File: src/rtl/riscv_trace_pkg.sv
// Shared types for the commit-trace capture stage: event kinds and the packed
// trace entry layout {ts, kind, tag, data}.
package riscv_trace_pkg;

  localparam int TRACE_TS_W   = 16;
  localparam int TRACE_TAG_W  = 9;
  localparam int TRACE_DATA_W = 32;

  typedef enum logic [1:0] {
    KIND_REG   = 2'b01,
    KIND_STORE = 2'b10,
    KIND_LOAD  = 2'b11
  } trace_kind_e;

  typedef struct packed {
    logic [TRACE_TS_W-1:0]   ts;
    trace_kind_e             kind;
    logic [TRACE_TAG_W-1:0]  tag;
    logic [TRACE_DATA_W-1:0] data;
  } trace_entry_t;

  localparam int TRACE_ENTRY_W = $bits(trace_entry_t);

endpackage

File: src/rtl/riscv_trace_buffer_fifo.sv
// Dual-push, single-pop first-word-fall-through FIFO. Pushes are admitted
// all-or-nothing against the registered occupancy (a same-cycle pop frees nothing).
module trace_fifo #(
  parameter int DEPTH = 16,
  parameter int W     = 59
) (
  input  logic                     clk,
  input  logic                     rst_n,
  input  logic                     push0,
  input  logic [W-1:0]             data0,
  input  logic                     push1,
  input  logic [W-1:0]             data1,
  input  logic                     ready,
  output logic                     out_valid,
  output logic [W-1:0]             out_data,
  output logic [$clog2(DEPTH):0]   level,
  output logic                     rejected
);

  localparam int AW = $clog2(DEPTH);
  localparam int LW = AW + 1;

  logic [W-1:0]  mem [DEPTH];
  logic [AW-1:0] wr_ptr;
  logic [AW-1:0] rd_ptr;
  logic [LW-1:0] level_q;
  logic [LW-1:0] n;
  logic [LW-1:0] free;
  logic          accept;
  logic          pop;

  // push1 is only ever raised together with push0, so slot order is push0 first.
  assign n        = LW'(push0) + LW'(push1);
  assign free     = LW'(DEPTH) - level_q;
  assign accept   = (n != '0) && (n <= free);
  assign rejected = (n != '0) && !accept;
  assign pop      = out_valid && ready;

  always_ff @(posedge clk or negedge rst_n) begin
    if (!rst_n) begin
      wr_ptr  <= '0;
      rd_ptr  <= '0;
      level_q <= '0;
    end else begin
      if (accept) wr_ptr <= wr_ptr + AW'(n);
      if (pop)    rd_ptr <= rd_ptr + AW'(1);
      level_q <= level_q + (accept ? n : '0) - LW'(pop);
    end
  end

  // Storage is not reset: out_data is masked while empty.
  always_ff @(posedge clk) begin
    if (accept) begin
      mem[wr_ptr] <= data0;
      if (push1) mem[wr_ptr + AW'(1)] <= data1;
    end
  end

  assign out_valid = (level_q != '0);
  assign out_data  = out_valid ? mem[rd_ptr] : '0;
  assign level     = level_q;

endmodule

File: src/rtl/riscv_trace_buffer.sv
// Commit-trace capture: decodes register-write and data-memory observations into
// timestamped entries, buffers them, and counts (never stalls on) overflow.
module riscv_trace_buffer
  import riscv_trace_pkg::*;
#(
  parameter int DEPTH = 16,
  parameter int TS_W  = 16
) (
  input  logic                    clk,
  input  logic                    reset,
  input  logic                    trace_en,
  input  logic                    reg_write_sig,
  input  logic [4:0]              reg_num,
  input  logic [31:0]             reg_data,
  input  logic                    wr,
  input  logic                    rd,
  input  logic [8:0]              addr,
  input  logic [31:0]             wr_data,
  input  logic [31:0]             rd_data,
  output logic                    out_valid,
  input  logic                    out_ready,
  output logic [43+TS_W-1:0]      out_data,
  output logic [$clog2(DEPTH):0]  level,
  output logic                    overflow,
  output logic [15:0]             drop_count
);

  // Output stream: the head entry transfers on any cycle where out_valid && out_ready;
  // out_data holds steady while out_valid is high and out_ready is low.

  localparam int EW = 43 + TS_W;

  logic [TS_W-1:0] ts;
  logic            mem_ev;
  logic            reg_ev;
  trace_kind_e     mem_kind;
  logic [EW-1:0]   mem_entry;
  logic [EW-1:0]   reg_entry;
  logic            push0;
  logic            push1;
  logic            rejected;

  assign mem_ev    = trace_en && (wr || rd);
  assign reg_ev    = trace_en && reg_write_sig && (reg_num != 5'd0);
  assign mem_kind  = wr ? KIND_STORE : KIND_LOAD;
  assign mem_entry = {ts, mem_kind, addr, (wr ? wr_data : rd_data)};
  assign reg_entry = {ts, KIND_REG, 4'b0000, reg_num, reg_data};

  // Memory event goes first so a load's writeback follows the load itself.
  assign push0 = mem_ev || reg_ev;
  assign push1 = mem_ev && reg_ev;

  trace_fifo #(.DEPTH(DEPTH), .W(EW)) u_fifo (
    .clk       (clk),
    .rst_n     (reset),
    .push0     (push0),
    .data0     (mem_ev ? mem_entry : reg_entry),
    .push1     (push1),
    .data1     (reg_entry),
    .ready     (out_ready),
    .out_valid (out_valid),
    .out_data  (out_data),
    .level     (level),
    .rejected  (rejected)
  );

  always_ff @(posedge clk or negedge reset) begin
    if (!reset) begin
      ts         <= '0;
      overflow   <= 1'b0;
      drop_count <= '0;
    end else begin
      ts <= ts + TS_W'(1);
      if (rejected) begin
        overflow <= 1'b1;
        if (drop_count != 16'hFFFF) drop_count <= drop_count + 16'd1;
      end
    end
  end

endmodule
File: config.mk
export PLATFORM = sky130hd
export DESIGN_NAME = riscv_trace_buffer
export DESIGN_NICKNAME = d
export VERILOG_FILES = /design/src/rtl/riscv_trace_pkg.sv /design/src/rtl/riscv_trace_buffer_fifo.sv /design/src/rtl/riscv_trace_buffer.sv
export SDC_FILE = /design/constraint.sdc
export NUM_CORES = 2
export LEC_CHECK = 0
export BUFFER_PORTS_ARGS = -buffer_cell sky130_fd_sc_hd__buf_2
export CORE_ASPECT_RATIO = 1.2
export CORE_MARGIN = 5
export CORE_UTILIZATION = 55
export CTS_CLUSTER_SIZE = 12
export DETAILED_ROUTE_END_ITERATION = 10
export GPL_TIMING_DRIVEN = 0
export PLACE_DENSITY = 0.72
export SYNTH_ARGS = -nofsm -noshare
export SYNTH_HDL_FRONTEND = slang
export SYNTH_SLANG_ARGS = --single-unit
File: constraint.sdc
create_clock -name clk -period 9.6 [get_ports clk]
set_clock_uncertainty 0.1 [all_clocks]
set_input_delay 0.48 -clock clk [delete_from_list [all_inputs] [get_ports clk]]
set_output_delay 0.48 -clock clk [all_outputs]
set_load 0.005 [all_outputs]
[Yosys cells after proc, flatten, opt, wreduce, memory -nomap -nowiden]
Memories as Yosys holds them, arrays and structs flattened.
Cells that the tools add are included.
Widths: inputs -> output; s select.
Word-level totals
  bits in registers: 46
  latch bits: 0
  memory bits (writable): 944
  bits in read-only memories: 0
  input bits: 117
  memories kept: 1
Memory list
  u_fifo.mem: depth 16, width 59, rd ports 1, clocked after Yosys merged registers in 0, wr ports 2, line riscv_trace_buffer_fifo.sv:23  | logic [W-1:0] mem [DEPTH];
Operators by class
  $add $sub $neg: 9
  multipliers: 0
  div/mod/pow operators: 0
  $lt $le $gt $ge: 1
  equal/unequal tests: 1
  shift-type cells: 0
  muxes and demuxes: 10
  bitwise logic cells: 0
  reduce and logical (&&, ||, !) cells: 14
Operators with widths (count)
  $mux 59: 1
  $mux 43: 1
  $add 16x1->16 const B: 2
  $mux 32: 1
  $ne 16x16->1 const B: 1
  $reduce_bool 5->1: 3
  $add 4x1->4 const B: 2
  $logic_and 1x1->1: 7
  $mux 1: 6
  $add 5x5->5: 1
  $le 5x5->1: 1
  $mux 5: 1
  $sub 5x1->5: 1
  $sub 5x5->5 const A: 1
  $add 4x4->4: 1
  $add 1x1->2: 1
  $logic_or 1x1->1: 2
  $reduce_and 2->1: 1
  $logic_not 1->1: 1

[Logic depth before layout (Yosys ltp)]
  depth in word-level cells: 9
  mapped depth: 21
  mapped depth without buffers: 17

[Cells and area by module]
From an unflattened synthesis, not the netlist that was laid out.
Unflattened totals
  cells, all modules: 3111
  area, all modules: 50892.6 um^2
By module, submodules not included
  trace_fifo: times used 1, cells an instance 2848, area each 48662.9 um^2
  riscv_trace_buffer: times used 1, cells an instance 263, area each 2229.6 um^2

[Worst setup path after synthesis]
No wires, ideal clock.
  path kind: input -> register
  start point: input trace_en
  end point: memory u_fifo.mem[5][0] (enable)
  setup time: 464 ps
  arrival time: 5721 ps
  required time: 9036 ps
  path slack: 3315 ps
  stages: 15
  path buffers: 6
  cell sequence: clkbuf_1 o21ai_1 inv_1 clkbuf_1 clkbuf_1 clkbuf_1 ha_1 ha_1 nor2b_1 o211a_1 buf_2 buf_2 a21oi_2 nand2_1 nor2_1
RTL lines
  from (decl): line riscv_trace_buffer.sv:11  | input logic trace_en,
  to (decl): line riscv_trace_buffer_fifo.sv:23

==> flow_metrics.env <==
export IMPL_h_tree_depth=3
export IMPL_cts_tree="built"
export IMPL_grt_pass1_vias=36900
export IMPL_gp_congestion=0.969
export IMPL_netlist_instances=3700
export IMPL_grt_overflow=0
export IMPL_drc=0
export IMPL_synth_top_area_share=0.531
export IMPL_path_max_fanout=11
export IMPL_finalCritPeriodShare=0.689
export IMPL_p_leak_nw=18.6
export IMPL_ir_drop_mv=0.183
export IMPL_final_nets=4154
export IMPL_violations="max-capacitance violations, max-slew violations"
export IMPL_die_area_mm2=0.0932
export IMPL_worst_ep_required_time_ns=9.88
export IMPL_async_flop_share=0.0465
export IMPL_slew_headroom=-0.0437
export IMPL_power_density_mw_per_mm2=298
export IMPL_drive_gt1_frac=0.169
export IMPL_antenna_found_initial=5
export IMPL_fp_dieH_um=333
export IMPL_hold_viol_final=0
export IMPL_start_kind="primary input"
export IMPL_first_iter_violations=6718
export IMPL_synth_edf_count=848
export IMPL_syn_area_mm2=0.0479
export IMPL_ys_seq_area_frac=0.595
export IMPL_ys_warn_count=0
export IMPL_critPathKind="in -> reg"
export IMPL_status="finished, violations left"
export IMPL_hold_path_class="in -> reg"
export IMPL_cts_buffers_inserted=99
export IMPL_tns_ns=0
export IMPL_crit_path_end_kind="flip-flop"
export IMPL_vias_per_cell=7.16
export IMPL_nFillCells=6575
export IMPL_via_count=37400
export IMPL_wl_um=178000
export IMPL_max_cap_violations=1
export IMPL_hpwl_um=120000
export IMPL_syn_to_final_growth_pct=12.4
export IMPL_rsz0062_at_grt="no"
export IMPL_yosysTopAreaCell="edfxtp_1"
export IMPL_period_minus_slack_ns=6.61
export IMPL_clk_pin_slew_worst_paths_ns=0.06
export IMPL_regToRegSetupSlack_ns=4.68
export IMPL_slew_violations=11
export IMPL_start_util=0.555
export IMPL_clockBufferDepth=3
export IMPL_synth_cells_most_frequent="edfxtp_1 (848), nand2_1 (497), o21ai_0 (281), clkbuf_1 (256), mux4_2 (236)"
export IMPL_yosysUniqueCellTypes=70
export IMPL_wl_per_cell_um=34.1
export IMPL_syn_nets=3838
export IMPL_dr_pass1_iters=7
export IMPL_arrival_ns=6.90
export IMPL_row_count=118
export IMPL_clk_insertion_delay_late_ns=0.70
export IMPL_grt_pass1_wl_um=251000
export IMPL_syn_avg_cell_area_um2=13.0
export IMPL_dieWidth_um=279
export IMPL_placeableCoreArea_mm2=0.0864
export IMPL_synth_area_leaders="edfxtp_1 (53%), mux4_2 (11%), dfxtp_1 (4.0%), nand2_1 (3.9%), o21ai_0 (2.9%)"
export IMPL_yosysMostFrequentCell="edfxtp_1"
export IMPL_ios=199
export IMPL_io_buffer_count=192
export IMPL_cts_setup_buffers=0
export IMPL_fin_ws_ns=2.99
export IMPL_setup_viol=0
export IMPL_clockRootBuffer="clkbuf_16"
export IMPL_dp_slack_ns=2.65
export IMPL_clock_fmax_ghz=0.151
export IMPL_worst_slew_pin_slew_ns=1.57
export IMPL_synth_ff_type="edfxtp_1"
export IMPL_grt_usage=0.371
export IMPL_drtAntennaViolNets=0
export IMPL_ys_ff_latch=990
export IMPL_cts_sinks=990
export IMPL_grt_max_degree=49
[cell families after synthesis]
| family | Yosys count | share of synthesized area |
|---|---|---|
| compound gates | 911 | 0.123 |
| mux | 358 | 0.136 |
| buf+inv | 405 | 0.0349 |
| fa+ha+maj | 21 | 0.00580 |
| xor+xnor | 36 | 0.00658 |
| simple gates | 979 | 0.0973 |
| flops | 990 | 0.595 |
[where the power goes]
group          switching, W  internal (W)  total, W
combinational       0.00451       0.00229   0.00680
clock               0.00168       0.00200   0.00368
sequential         0.000225       0.00537   0.00560
total               0.00641       0.00966    0.0161
[final timing paths]
kind                                           end  depth (start not counted)                from
worst max-delay path             u_fifo.mem[10][6]                         16            trace_en
worst min-delay path            u_fifo.mem[12][40]                          3             addr[8]
worst max register to register   u_fifo.mem[10][6]                         12     u_fifo.level[1]
worst min register to register  u_fifo.mem[12][40]                          2  u_fifo.mem[12][40]
max in group asynchronous                    ts[7]                          3               reset
min in group asynchronous            drop_count[2]                          2               reset
[cells in the final DEF (no fill, tap or decap), types with 19 or more instances in the layout]
cell type / Yosys / layout
a22o_1: 114 / 114
a32o_1: 36 / 36
clkbuf_1: 256 / 290
ha_1: 19 / 19
xnor2_1: 27 / 27
nand3_1: 20 / 20
o21ai_1: 34 / 34
and2_1: 113 / 113
o2bb2ai_1: 35 / 35
mux2i_1: 118 / 118
edfxtp_1: 848 / 848
a21oi_1: 95 / 95
inv_1: 36 / 31
buf_2: 66 / 253
mux4_2: 236 / 236
a22oi_1: 34 / 34
o21ai_0: 281 / 281
nor2_1: 113 / 109
dfrtp_1: 46 / 46
dfxtp_1: 96 / 96
o22ai_1: 221 / 221
nand2_1: 497 / 497
nand3b_1: 34 / 34
clkbuf_16: 0 / 102
buf_1: 33 / 33
and3_1: 143 / 143
[routing by layer]
metal  GRT usage  vias up  wire length [um]
met1       0.461    18100             57700
met5           0        -                 0
met3       0.119      855             26500
met2       0.570     3497             80000
li1            -    14900                 -
met4       0.229        0             13900
[worst max-delay path: stages]
cell      delay, ns
clkbuf_1       0.16
o21ai_1        0.34
inv_1          0.18
clkbuf_1       0.52
clkbuf_1       0.54
clkbuf_1       0.72
ha_1           0.44
ha_1           0.29
nand2_1        0.10
o211ai_1       0.13
buf_2          0.25
clkbuf_1       0.31
o21ai_2        0.86
clkbuf_1       0.84
buf_2          0.54
o22ai_1        0.16
[what timing repair did]
item                       CTS  global route
hold buffers                 0             1
hold endpoints to repair     0            16
setup endpoints to repair    0             0
gates resized for setup      0             0
[layout make-up]
cell class                      instances  area [um^2]  share of cell area
Sequential cell                       990        28500               0.530
Multi-Input combinational cell       2305        17700               0.329
Clock buffer                          142         2740              0.0509
Buffer                                369         1560              0.0289
Timing Repair Buffer                  215         1510              0.0280
Tap cell                             1140         1430              0.0265
Clock inverter                         28          185             0.00344
Inverter                               36          148             0.00274
Antenna cell                            5         12.5            0.000232
[per-stage QoR]
stage	instances	instance area [um^2]	power [W]	util	hold WS (ns)
after detailed placement	5053	50900	0.0122	0.589	0.342
final	5230	53900	0.0161	0.624	0.0422
after global routing	5225	53900	0.0164	0.624	0.0410
after floorplan	3700	47900	0.00945	-	0.0844
after global placement	5032	50300	0.0120	0.583	0.330
after CTS	5223	53800	0.0158	0.623	0.0186
[sequential cells by signal, indices dropped and copies added (netlist names)]
signal         cells
drop_count        16
overflow           1
ts                16
u_fifo.level       5
u_fifo.mem       944
u_fifo.rd_ptr      4
u_fifo.wr_ptr      4
Note: power is estimated with default switching activity, not from simulation.
